`config.mk`:
```
export PLATFORM = sky130hd
export DESIGN_NAME = div_sequencer
export DESIGN_NICKNAME = d
export VERILOG_FILES = /design/src/rtl/div_sequencer.sv
export SDC_FILE = /design/constraint.sdc
export NUM_CORES = 1
export LEC_CHECK = 0
export ABC_AREA = 1
export CORE_UTILIZATION = 57
export DETAILED_ROUTE_END_ITERATION = 7
export HOLD_SLACK_MARGIN = 0.15
export PLACE_DENSITY_LB_ADDON = 0.12
export SYNTH_ARGS = -nofsm -noshare
export SYNTH_HDL_FRONTEND = slang
export SYNTH_SLANG_ARGS = --single-unit
```
`constraint.sdc`:
```
create_clock -name i_clock -period 3.28 [get_ports i_clock]
set_clock_uncertainty 0.05 [all_clocks]
set_input_delay 0.984 -clock i_clock [delete_from_list [all_inputs] [get_ports i_clock]]
set_output_delay 0.984 -clock i_clock [all_outputs]
set_load 0.005 [all_outputs]
```
`src/rtl/div_sequencer.sv`:
```
// Signed/unsigned front end for a shift-subtract divider: takes operands over valid/ready,
// runs the internal core on magnitudes, sign-corrects the result and holds it until taken.
module div_core #(
  parameter int N = 8
) (
  input  logic         i_clock,
  input  logic         i_reset,
  input  logic         i_start,
  input  logic [N-1:0] i_dividend,
  input  logic [N-1:0] i_divisor,
  output logic [N-1:0] o_quotient,
  output logic [N-1:0] o_remainder,
  output logic         o_finished
);
  localparam int CW = $clog2(N);

  logic [N-1:0]  rem_q, quo_q, dvs_q, rem_n, quo_n;
  logic [N:0]    trial, diff;
  logic [CW-1:0] cnt_q;
  logic          busy_q, ge;

  // The last of the N restoring steps is combinational, so results are valid only
  // while o_finished is high.
  assign trial       = {rem_q, quo_q[N-1]};
  assign diff        = trial - {1'b0, dvs_q};
  assign ge          = trial >= {1'b0, dvs_q};
  assign rem_n       = ge ? diff[N-1:0] : trial[N-1:0];
  assign quo_n       = {quo_q[N-2:0], ge};
  assign o_quotient  = quo_n;
  assign o_remainder = rem_n;
  assign o_finished  = busy_q && (cnt_q == CW'(N-1));

  always_ff @(posedge i_clock or posedge i_reset) begin
    if (i_reset) begin
      rem_q  <= '0;
      quo_q  <= '0;
      dvs_q  <= '0;
      cnt_q  <= '0;
      busy_q <= 1'b0;
    end else begin
      dvs_q <= i_divisor;
      if (i_start) begin
        rem_q  <= '0;
        quo_q  <= i_dividend;
        cnt_q  <= '0;
        busy_q <= 1'b1;
      end else if (busy_q) begin
        rem_q <= rem_n;
        quo_q <= quo_n;
        if (o_finished) busy_q <= 1'b0;
        else            cnt_q  <= cnt_q + 1'b1;
      end
    end
  end
endmodule

module div_sequencer #(
  parameter int N      = 8,
  parameter int SIGNED = 1
) (
  input  logic         i_clock,
  input  logic         i_reset_n,
  input  logic         i_valid,
  output logic         o_ready,
  input  logic [N-1:0] i_dividend,
  input  logic [N-1:0] i_divisor,
  output logic         o_valid,
  input  logic         i_ready,
  output logic [N-1:0] o_quotient,
  output logic [N-1:0] o_remainder,
  output logic         o_div_zero,
  output logic         o_overflow
);
  typedef enum logic [1:0] {IDLE, SETUP, RUN, DONE} state_t;

  localparam logic         SGN     = (SIGNED != 0);
  localparam logic [N-1:0] MIN_VAL = {1'b1, {(N-1){1'b0}}};

  state_t       state, state_nxt;
  logic         sign_q, sign_r, zero_q, ovf_q;
  logic [N-1:0] mag_dvd, mag_dvs, raw_dvd, core_q, core_r;
  logic         core_start, core_fin, dvd_neg, dvs_neg, accept;

  assign dvd_neg = SGN & i_dividend[N-1];
  assign dvs_neg = SGN & i_divisor[N-1];
  assign accept  = i_valid & o_ready;

  div_core #(.N(N)) u_core (
    .i_clock    (i_clock),
    .i_reset    (~i_reset_n),
    .i_start    (core_start),
    .i_dividend (mag_dvd),
    .i_divisor  (mag_dvs),
    .o_quotient (core_q),
    .o_remainder(core_r),
    .o_finished (core_fin)
  );

  always_ff @(posedge i_clock or negedge i_reset_n) begin
    if (!i_reset_n) state <= IDLE;
    else            state <= state_nxt;
  end

  // SETUP gives the core one clock to register the divisor before it starts.
  always_comb begin
    state_nxt  = state;
    o_ready    = 1'b0;
    o_valid    = 1'b0;
    core_start = 1'b0;
    case (state)
      IDLE: begin
        o_ready = 1'b1;
        if (i_valid) state_nxt = SETUP;
      end
      SETUP: begin
        if (zero_q) state_nxt = DONE;
        else begin
          core_start = 1'b1;
          state_nxt  = RUN;
        end
      end
      RUN:  if (core_fin) state_nxt = DONE;
      DONE: begin
        o_valid = 1'b1;
        if (i_ready) state_nxt = IDLE;
      end
      default: state_nxt = IDLE;
    endcase
  end

  always_ff @(posedge i_clock or negedge i_reset_n) begin
    if (!i_reset_n) begin
      sign_q      <= 1'b0;
      sign_r      <= 1'b0;
      zero_q      <= 1'b0;
      ovf_q       <= 1'b0;
      mag_dvd     <= '0;
      mag_dvs     <= '0;
      raw_dvd     <= '0;
      o_quotient  <= '0;
      o_remainder <= '0;
      o_div_zero  <= 1'b0;
      o_overflow  <= 1'b0;
    end else begin
      if (accept) begin
        sign_q  <= dvd_neg ^ dvs_neg;
        sign_r  <= dvd_neg;
        mag_dvd <= dvd_neg ? -i_dividend : i_dividend;
        mag_dvs <= dvs_neg ? -i_divisor : i_divisor;
        raw_dvd <= i_dividend;
        zero_q  <= (i_divisor == '0);
        ovf_q   <= SGN && (i_dividend == MIN_VAL) && (i_divisor == '1);
      end
      if (state == SETUP && zero_q) begin
        o_quotient  <= '1;
        o_remainder <= raw_dvd;
        o_div_zero  <= 1'b1;
        o_overflow  <= 1'b0;
      end else if (state == RUN && core_fin) begin
        // MIN / -1 needs no special case: |MIN| wraps back to MIN in N bits.
        o_quotient  <= sign_q ? -core_q : core_q;
        o_remainder <= sign_r ? -core_r : core_r;
        o_div_zero  <= 1'b0;
        o_overflow  <= ovf_q;
      end
    end
  end
endmodule

```
==> impl_metrics.json, run 1 <==
{
  "ctsResizeCount": 0,
  "netlist.top_cell.by_area": "dfrtp_1",
  "syn_area_um2": 4060,
  "crit_path_top_delay_cell": "clkdlybuf4s50_1",
  "timing.setup.tns_ns": 0,
  "place.gp.congestion": 0.906,
  "power_mw": 1.83,
  "drt_iter0_drc": 411,
  "post_cts.repair.setup_buffers": 0,
  "period_share_pct": 81.1,
  "rsz0062_at_grt": "no",
  "start_kind": "flip-flop",
  "hpwlAfterDp_um": 6890,
  "cts_tree": "built",
  "max-cap-violations": 0,
  "finalCriticalPeriod_ns": 2.66,
  "seq_area_um2": 1850,
  "antennaDiodeCount": 0,
  "synthMuxAreaShare_pct": 0,
  "die_area_um2": 7460,
  "yosysWarnings": 0,
  "synth_top_family_by_area": "simple AND/OR/NAND/NOR gates",
  "grt_pass1_wl_um": 16400,
  "r2r_start": "u_core.rem_q[1]",
  "drc": 0,
  "timing_hold_violations_final": 0,
  "cp-endpoint": "o_ready",
  "criticalPathCategory": "flip-flop to primary output",
  "worstPathMaxFanout": 4,
  "antenna_left": 0,
  "worst_slew_pin_slew_ns": 0.422,
  "placed_area_um2": 4590,
  "grt_start_max_net_pins": 75,
  "syn_avg_cell_area_um2": 7.98,
  "reg2reg_to": "o_quotient[6]",
  "yosys_register_bits": 74,
  "cp-end-kind": "primary output",
  "hp-class": "flip-flop to flip-flop",
  "filler_cell_count": 580,
  "syn_to_final_growth_pct": 18.7,
  "synth_top_area_share_pct": 45.6,
  "first_pass_iters": 5,
  "synth_nets": 548,
  "clockRootBuffer": "clkbuf_8",
  "clock_latency_ns": 0.36,
  "synthTopCellsByArea": "dfrtp_1, nand2_1, inv_1, ha_1, o21ai_0",
  "min_delay_path_depth": 0,
  "ir_drop_uv": 358,
  "rows": 30,
  "async_reset_ff_share_pct": 100,
  "htree_levels": 3,
  "crit_path_max_incr_delay_ns": 0.52,
  "crit_chain": "inv_1, ha_1, clkdlybuf4s50_1",
  "worstPathArrival_ns": 1.62,
  "p_leak_nw": 2.46,
  "final_cell_mix": "nand2_1, inv_1, dfrtp_1",
  "dp.cells": 640,
  "final_common_cell": "nand2_1",
  "overflow": 0,
  "io_buffers": 39,
  "dieWidth_um": 86.4,
  "finalSetupViolCount": 0,
  "ys_types": 34,
  "ioPinCount": 40,
  "p_per_area_nw_per_um2": 379,
  "grt_pass1_vias": 3500,
  "start_util_pct": 59.4,
  "yosys.area_share.adder_pct": 6.04,
  "fin_cells": 655,
  "cts_num_sinks": 74,
  "synth-compound-area-share_pct": 12.0,
  "postCtsHoldBufs": 0,
  "slew_violations": 0,
  "fmax_mhz": 376,
  "grt_usage_pct": 28.4,
  "status": "complete, no violations",
  "coreArea_um2": 6830,
  "layout-drive-gt1-share_pct": 8.23,
  "clk_pin_slew_ns": 0.08,
  "die_h_um": 86.4,
  "crit_path_start": "state[0]",
  "fin_area_um2": 4820,
  "synthSimpleGateAreaFrac_pct": 25.5,
  "wl_um": 9500,
  "viasPerCell": 5.55,
  "synth_edf_count": 0,
  "r2r_slack_ns": 0.75,
  "synth_ff_type": "dfrtp_1",
  "max_slew_margin_pct": 71.8,
  "synthCells": 509,
  "nets": 594,
  "multi_input_area_um2": 1870,
  "crit_required_ns": 2.25,
  "dr_total_vias": 3636,
  "cts_max_path_buffers": 2,
  "antenna_found_initial": 0,
  "synth_xor_area_share_pct": 2.59,
  "wl_per_cell_um": 14.5,
  "reg2reg_depth": 14,
  "cts_buffers": 9,
  "yosysSeqAreaShare_pct": 45.6
}
## routing by layer
| metal | share of wire, % | track usage (%) |
|---|---|---|
| met2 | 47 | 46.2 |
| met3 | 6.2 | 5.52 |
| met5 | 0 | 0 |
| met1 | 44 | 37.7 |
| met4 | 2.3 | 11.4 |
## stage by stage
stage,hold slack [ns],setup slack [ns],utilization [%]
6_report,0.329,0.621,70.5
5_1_grt,0.339,0.495,70.5
4_1_cts,0.333,0.603,70.5
3_5_place_dp,0.314,0.555,67.1
3_3_place_gp,0.311,0.683,67.1
2_1_floorplan,0.304,1.00,-
## final cells by class
class | count | share of cell area [%]
clock buffer | 10 | 2.65
clock inverter | 5 | 2.16
inverter | 78 | 6.08
multi-input combinational | 346 | 38.8
sequential | 74 | 38.4
tap | 96 | 2.49
timing repair buffer | 46 | 9.35
## cell families (layout without fill, tap and decap cells)
kind of cell	after synthesis	count (layout)
simple gates	233	233
buf+inv	89	139
compound gates	82	82
xor+xnor	12	12
flops	74	74
fa+ha+maj	19	19
## registers in the layout (all words and copies together), names as in the netlist, 2 cells and up
name          cells
mag_dvd           8
mag_dvs           8
o_quotient        8
o_remainder       8
raw_dvd           6
state             2
u_core.cnt_q      3
u_core.dvs_q      8
u_core.quo_q      8
u_core.rem_q      8
## Yosys cell counts (2+ instances only)
| cell | instances |
|---|---|
| nand2_1 | 133 |
| inv_1 | 75 |
| dfrtp_1 | 74 |
| o21ai_0 | 40 |
| nand3_1 | 38 |
| nor2_1 | 28 |
| ha_1 | 18 |
| a21oi_1 | 12 |
| o221ai_1 | 10 |
| xor2_1 | 10 |
| clkbuf_1 | 9 |
| nand2_2 | 9 |
| nand4_1 | 6 |
| nor3_1 | 6 |
| a31oi_1 | 4 |
| o21ai_1 | 4 |
| nor2_2 | 3 |
| nor2_4 | 3 |
| o22ai_1 | 3 |
| o31ai_1 | 3 |
| buf_2 | 2 |
| inv_2 | 2 |
| nand2_4 | 2 |
| nand3_2 | 2 |
| o41ai_1 | 2 |
| or2_2 | 2 |
| xnor2_1 | 2 |
## how the worst min path moves through the flow
stage	endpoint	start
final	u_core.dvs_q[5]	mag_dvs[5]
after floorplan	u_core.dvs_q[0]	mag_dvs[0]
after detailed placement	u_core.dvs_q[7]	mag_dvs[7]
after CTS	u_core.dvs_q[0]	mag_dvs[0]
after global routing	u_core.dvs_q[5]	mag_dvs[5]
after global placement	u_core.dvs_q[7]	mag_dvs[7]
## worst max-delay path: cells and delay by family, from the launching register on
kind	cells	cell delay (ns)
buffers and inverters	2	0.63
DFF	1	0.42
adders and majority gates	1	0.22
## where the power goes
group | switching (mW) | internal (mW) | total (mW)
Sequential | 0 | 0.912 | 0.912
Clock | 0.342 | 0.502 | 0.844
Combinational | 0.0420 | 0.0310 | 0.0730
Power figures use the tool's default switching activity.
==> run 2: changes to the inputs <==
--- a/config.mk
+++ b/config.mk
@@ -6,7 +6,7 @@
 export NUM_CORES = 1
 export LEC_CHECK = 0
 export ABC_AREA = 1
-export CORE_UTILIZATION = 57
+export CORE_UTILIZATION = 52
 export DETAILED_ROUTE_END_ITERATION = 7
 export HOLD_SLACK_MARGIN = 0.15
 export PLACE_DENSITY_LB_ADDON = 0.12
==> constraint.sdc (replaced) <==
create_clock -name i_clock -period 2.3 [get_ports i_clock]
set_clock_uncertainty 0.05 [all_clocks]
set_input_delay 0.69 -clock i_clock [delete_from_list [all_inputs] [get_ports i_clock]]
set_output_delay 0.69 -clock i_clock [all_outputs]
set_load 0.005 [all_outputs]
==> impl_metrics.json, run 2 (synthesis results as in run 1) <==
{
  "grt_usage_pct": 25.7,
  "finalCriticalPeriod_ns": 2.29,
  "overflow": 0,
  "clk_pin_slew_ns": 0.08,
  "io_buffers": 39,
  "crit_path_max_incr_delay_ns": 0.42,
  "clock_latency_ns": 0.34,
  "finalSetupViolCount": 0,
  "htree_levels": 3,
  "use_met2_pct": 41.0,
  "final_common_cell": "nand2_1",
  "slew_violations": 0,
  "power_mw": 2.35,
  "ioPinCount": 40,
  "fmax_mhz": 436,
  "top_usage_layer": "met2",
  "placed_area_um2": 4760,
  "syn_to_final_growth_pct": 31.0,
  "cts_buffers": 9,
  "cts_num_sinks": 74,
  "status": "complete, no violations",
  "hpwlAfterDp_um": 7120,
  "r2r_slack_ns": 0.009,
  "period_share_pct": 99.6,
  "max_slew_margin_pct": 71.7,
  "cp_num_buf_inv": 1,
  "whs_ns": 0.307,
  "final_cell_mix": "nand2_1, dfrtp_1, inv_1",
  "clockRootBuffer": "clkbuf_8",
  "crit_required_ns": 2.49,
  "final_core_util_pct": 71.8,
  "rows": 31,
  "die_h_um": 90.4,
  "cts_tree": "built",
  "dr_total_vias": 3735,
  "worstPathMaxFanout": 8,
  "grt_use_met3_pct": 5.05,
  "filler_cell_count": 572,
  "p_per_area_nw_per_um2": 442,
  "antennaDiodeCount": 0,
  "p_leak_nw": 2.65,
  "viasPerCell": 5.43,
  "worst_slew_pin_slew_ns": 0.425,
  "start_kind": "flip-flop",
  "drt_iter0_drc": 390,
  "hp-class": "primary input to async pin",
  "crit_chain": "ha_4, nand2_1, nand2_1, nand2_2, nand3_4, nand2_4, nand2_4, buf_12, nand2_4, nand2_4, nor2_4, nand2_2, nand3_1, nand3_1, nand2_1, nand2_1",
  "dieWidth_um": 90.4,
  "drc": 0,
  "coreArea_um2": 7410,
  "use_met1_pct": 35.6,
  "grt_pass1_vias": 3535,
  "wl_per_cell_um": 14.8,
  "max-cap-violations": 0,
  "place.gp.congestion": 0.871,
  "grt_start_max_net_pins": 75,
  "grt_pass1_wl_um": 16700,
  "nets": 623,
  "wl_um": 10200,
  "layout-drive-gt1-share_pct": 22.1,
  "worstPathArrival_ns": 2.48,
  "die_area_um2": 8160,
  "postCtsHoldBufs": 0,
  "start_util_pct": 54.8,
  "dp_slack_ns": -0.0350,
  "cts_max_path_buffers": 2,
  "criticalPathCategory": "flip-flop to flip-flop",
  "fin_ws_ns": 0.00884,
  "antenna_left": 0,
  "crit_path_top_delay_cell": "dfrtp_1",
  "rsz0062_at_grt": "yes",
  "first_pass_iters": 7,
  "timing_hold_violations_final": 0,
  "cp-end-kind": "flip-flop",
  "fin_area_um2": 5320,
  "ir_drop_uv": 358,
  "cp_top_family": "simple AND/OR/NAND/NOR gates",
  "antenna_found_initial": 0
}
## run 2: cell types whose count changed in the layout (fill, tap and decap cells not counted), moves of 10 or more
cell,change
buf_4,+26
nand2_1,-13
inv_1,-12
inv_2,+11
nand3_1,-11
ha_1,-10
nand3_2,+10
## run 2: area by class of cell
type | instances | area, um^2 | area share, %
Clock buffer | 11 | 141 | 2.66
Sequential cell | 74 | 1850 | 34.8
Multi-Input combinational cell | 346 | 2170 | 40.8
Clock inverter | 5 | 38.8 | 0.729
Timing Repair Buffer | 75 | 699 | 13.2
Inverter | 78 | 295 | 5.55
Tap cell | 99 | 124 | 2.33
## run 2: worst register-to-register path: cells and delay by family (launching register included)
| kind | cells | cell delay, ns |
|---|---|---|
| DFF | 1 | 0.42 |
| buffers and inverters | 1 | 0.15 |
| adders and majority gates | 1 | 0.26 |
| and+or+nand+nor | 14 | 1.29 |
## run 2: where the power goes
part / total, mW / internal (mW) / leakage [nW] / switching, mW
registers: 1.30 / 1.30 / 0.972 / 0
clock network: 0.945 / 0.428 / 0.0899 / 0.517
logic: 0.106 / 0.0476 / 1.59 / 0.0583
total: 2.35 / 1.77 / 2.65 / 0.576
## run 2: worst paths after layout
check                                      from              end  cells past startpoint
min in group i_clock                 mag_dvs[5]  u_core.dvs_q[5]                      0
worst max register to register  u_core.rem_q[1]   o_remainder[4]                     16
worst min register to register       mag_dvs[5]  u_core.dvs_q[5]                      0
worst min-delay path                  i_reset_n  u_core.dvs_q[6]                      2
worst max-delay path            u_core.rem_q[1]   o_remainder[4]                     16
max in group asynchronous             i_reset_n       mag_dvs[5]                      2
## run 2: repair_timing
action / in CTS / in global routing
pin swaps: 1 / 33
setup buffers: 0 / 10
setup endpoints to repair: 3 / 11
gates resized for setup: 10 / 61
## run 2: layer usage
layer / up-vias / routed length [um]
li1: 1811 / -
met1: 1764 / 4650
met2: 139 / 4820
met3: 21 / 542
met4: 0 / 191
met5: - / 0
## run 2: stage by stage
| stage | cells | TNS [ns] |
|---|---|---|
| floorplan | 509 | 0 |
| global placement | 662 | 0 |
| detailed placement | 662 | -0.0367 |
| CTS | 678 | 0 |
| global route | 688 | -0.440 |
| finish | 688 | 0 |
==> run 3: changes to the inputs <==
--- a/config.mk
+++ b/config.mk
@@ -6,9 +6,11 @@
 export NUM_CORES = 1
 export LEC_CHECK = 0
 export ABC_AREA = 1
-export CORE_UTILIZATION = 52
+export CORE_UTILIZATION = 57
 export DETAILED_ROUTE_END_ITERATION = 7
+export GPL_TIMING_DRIVEN = 0
 export HOLD_SLACK_MARGIN = 0.15
+export MAX_ROUTING_LAYER = met4
 export PLACE_DENSITY_LB_ADDON = 0.12
 export SYNTH_ARGS = -nofsm -noshare
 export SYNTH_HDL_FRONTEND = slang
==> constraint.sdc (replaced) <==
create_clock -name i_clock -period 2.2 [get_ports i_clock]
set_clock_uncertainty 0.05 [all_clocks]
set_input_delay 0.66 -clock i_clock [delete_from_list [all_inputs] [get_ports i_clock]]
set_output_delay 0.66 -clock i_clock [all_outputs]
set_load 0.005 [all_outputs]
==> impl_metrics.json, run 3 (synthesis results as in run 1) <==
{
  "status": "finished with violations",
  "violations": "negative setup slack",
  "worstPathMaxFanout": 7,
  "place.gp.congestion": 0.923,
  "grt_pass1_wl_um": 17200,
  "htree_levels": 3,
  "cts_max_path_buffers": 2,
  "first_pass_iters": 5,
  "overflow": 0,
  "die_area_um2": 7460,
  "power.switching_mw": 0.570,
  "drc": 0,
  "finalSetupViolCount": 8,
  "final_common_cell": "nand2_1",
  "final_cell_mix": "nand2_1, dfrtp_1, inv_1",
  "timing_hold_violations_final": 0,
  "finalCriticalPeriod_ns": 2.35,
  "grt_start_max_net_pins": 75,
  "rsz0062_at_grt": "yes",
  "pwr-share-seq_pct": 52.1,
  "p_per_area_nw_per_um2": 481,
  "crit_path_top_delay_cell": "dfrtp_1",
  "rows": 30,
  "fin_ws_ns": -0.153,
  "internal_power_mw": 2.04,
  "cts_buffers": 9,
  "crit_path_max_incr_delay_ns": 0.44,
  "grt_pass1_vias": 3579,
  "slew_violations": 0,
  "period_share_pct": 107,
  "crit_required_ns": 2.39,
  "viasPerCell": 5.64,
  "antennaDiodeCount": 0,
  "hpwlAfterDp_um": 6840,
  "nets": 636,
  "cts_num_sinks": 74,
  "start_util_pct": 59.4,
  "wl_um": 11100,
  "crit_chain": "ha_4, nand2_2, nor2_4, inv_2, nor2_4, nor2_4, nand2_8, buf_4, nand2_1, nand2_2, nor2_2, nand3_1, nand2_1, nand2_1, nand3_1, nand2_1",
  "clockRootBuffer": "clkbuf_8",
  "hp-class": "primary input to async pin",
  "antenna_left": 0,
  "grt_usage_pct": 30.9,
  "criticalPathCategory": "flip-flop to flip-flop",
  "timing.setup.tns_ns": -0.855,
  "p_leak_nw": 2.67,
  "clk_pin_slew_ns": 0.07,
  "die_h_um": 86.4,
  "fin_cells": 697,
  "dr_total_vias": 3930,
  "cp-end-kind": "flip-flop",
  "layout-drive-gt1-share_pct": 23.1,
  "worstPathArrival_ns": 2.55,
  "postCtsHoldBufs": 0,
  "dieWidth_um": 86.4,
  "dp_slack_ns": -0.280,
  "dp.cells": 645,
  "p_comb_share_pct": 4.2,
  "worst_slew_pin_slew_ns": 0.534,
  "wl_per_cell_um": 15.9,
  "fmax_mhz": 425,
  "io_buffers": 39,
  "antenna_found_initial": 0,
  "ioPinCount": 40,
  "clock_latency_ns": 0.36,
  "start_kind": "flip-flop",
  "drt_iter0_drc": 423,
  "ir_drop_uv": 327,
  "switching_share_pct": 21.8,
  "power_mw": 2.61,
  "cts_tree": "built",
  "max-cap-violations": 0,
  "max_slew_margin_pct": 64.4,
  "cpMostUsedCell": "nand2_1",
  "coreArea_um2": 6830,
  "p_clk_share_pct": 43.7,
  "syn_to_final_growth_pct": 33.5
}
-- run 3: path summary, 6_finish.rpt --
check | cells past startpoint | slack (ns) | start | end
worst max-delay path | 16 | -0.15 | u_core.rem_q[4] | o_remainder[6]
worst min-delay path | 2 | 0.26 | i_reset_n | u_core.rem_q[6]
worst max register to register | 16 | -0.15 | u_core.rem_q[4] | o_remainder[6]
worst min register to register | 0 | 0.33 | mag_dvs[0] | u_core.dvs_q[0]
max in group asynchronous | 2 | 1.53 | i_reset_n | o_remainder[6]
min in group i_clock | 0 | 0.33 | mag_dvs[0] | u_core.dvs_q[0]
-- run 3: stage by stage --
step                util (%)  area [um^2]  hold WS (ns)
finish                  79.3         5420         0.258
global route            79.3         5420         0.289
CTS                     75.8         5180         0.280
detailed placement      67.3         4600         0.311
global placement        67.0         4580         0.312
floorplan                  -         4070         0.304
-- run 3: cell type report --
cell class / count / area, um^2
fillers: 469 / 1410
flip-flops and latches: 74 / 1850
repair buffers: 77 / 713
well taps: 96 / 120
clock buffers: 10 / 128
plain buffers: 11 / 45.0
multi-input cells: 346 / 2180
inverters: 78 / 303
clock inverters: 5 / 78.8
-- run 3: routing by layer --
metal	vias to the layer above	part of all wire, %	GRT usage [%]
li1	1833	-	-
met1	1830	41	41.0
met2	219	48	48.3
met3	48	8.0	5.62
met4	0	3.3	10.2
met5	-	0	-
-- run 3: power by group through the flow --
stage          Combinational (mW)  Sequential [mW]  Clock [mW]
4_1_cts                     0.111             1.36        1.14
3_3_place_gp                0.103             1.39           0
5_1_grt                     0.123             1.36        1.20
6_report                    0.110             1.36        1.14
3_5_place_dp                0.111             1.39           0
2_1_floorplan              0.0265             1.39           0
-- run 3: worst max-delay path, delay by kind of cell, from the launching register on --
kind                       cells  cell delay, ns
adders and majority gates      1            0.28
buffers and inverters          2            0.23
DFF                            1            0.44
and+or+nand+nor               13            1.22
-- run 3: timing repair --
item | CTS | global route
buffers inserted | 25 | 12
setup endpoints to repair | 14 | 32
gates cloned | 0 | 0
pin swaps | 16 | 31
gates resized for setup | 42 | 46
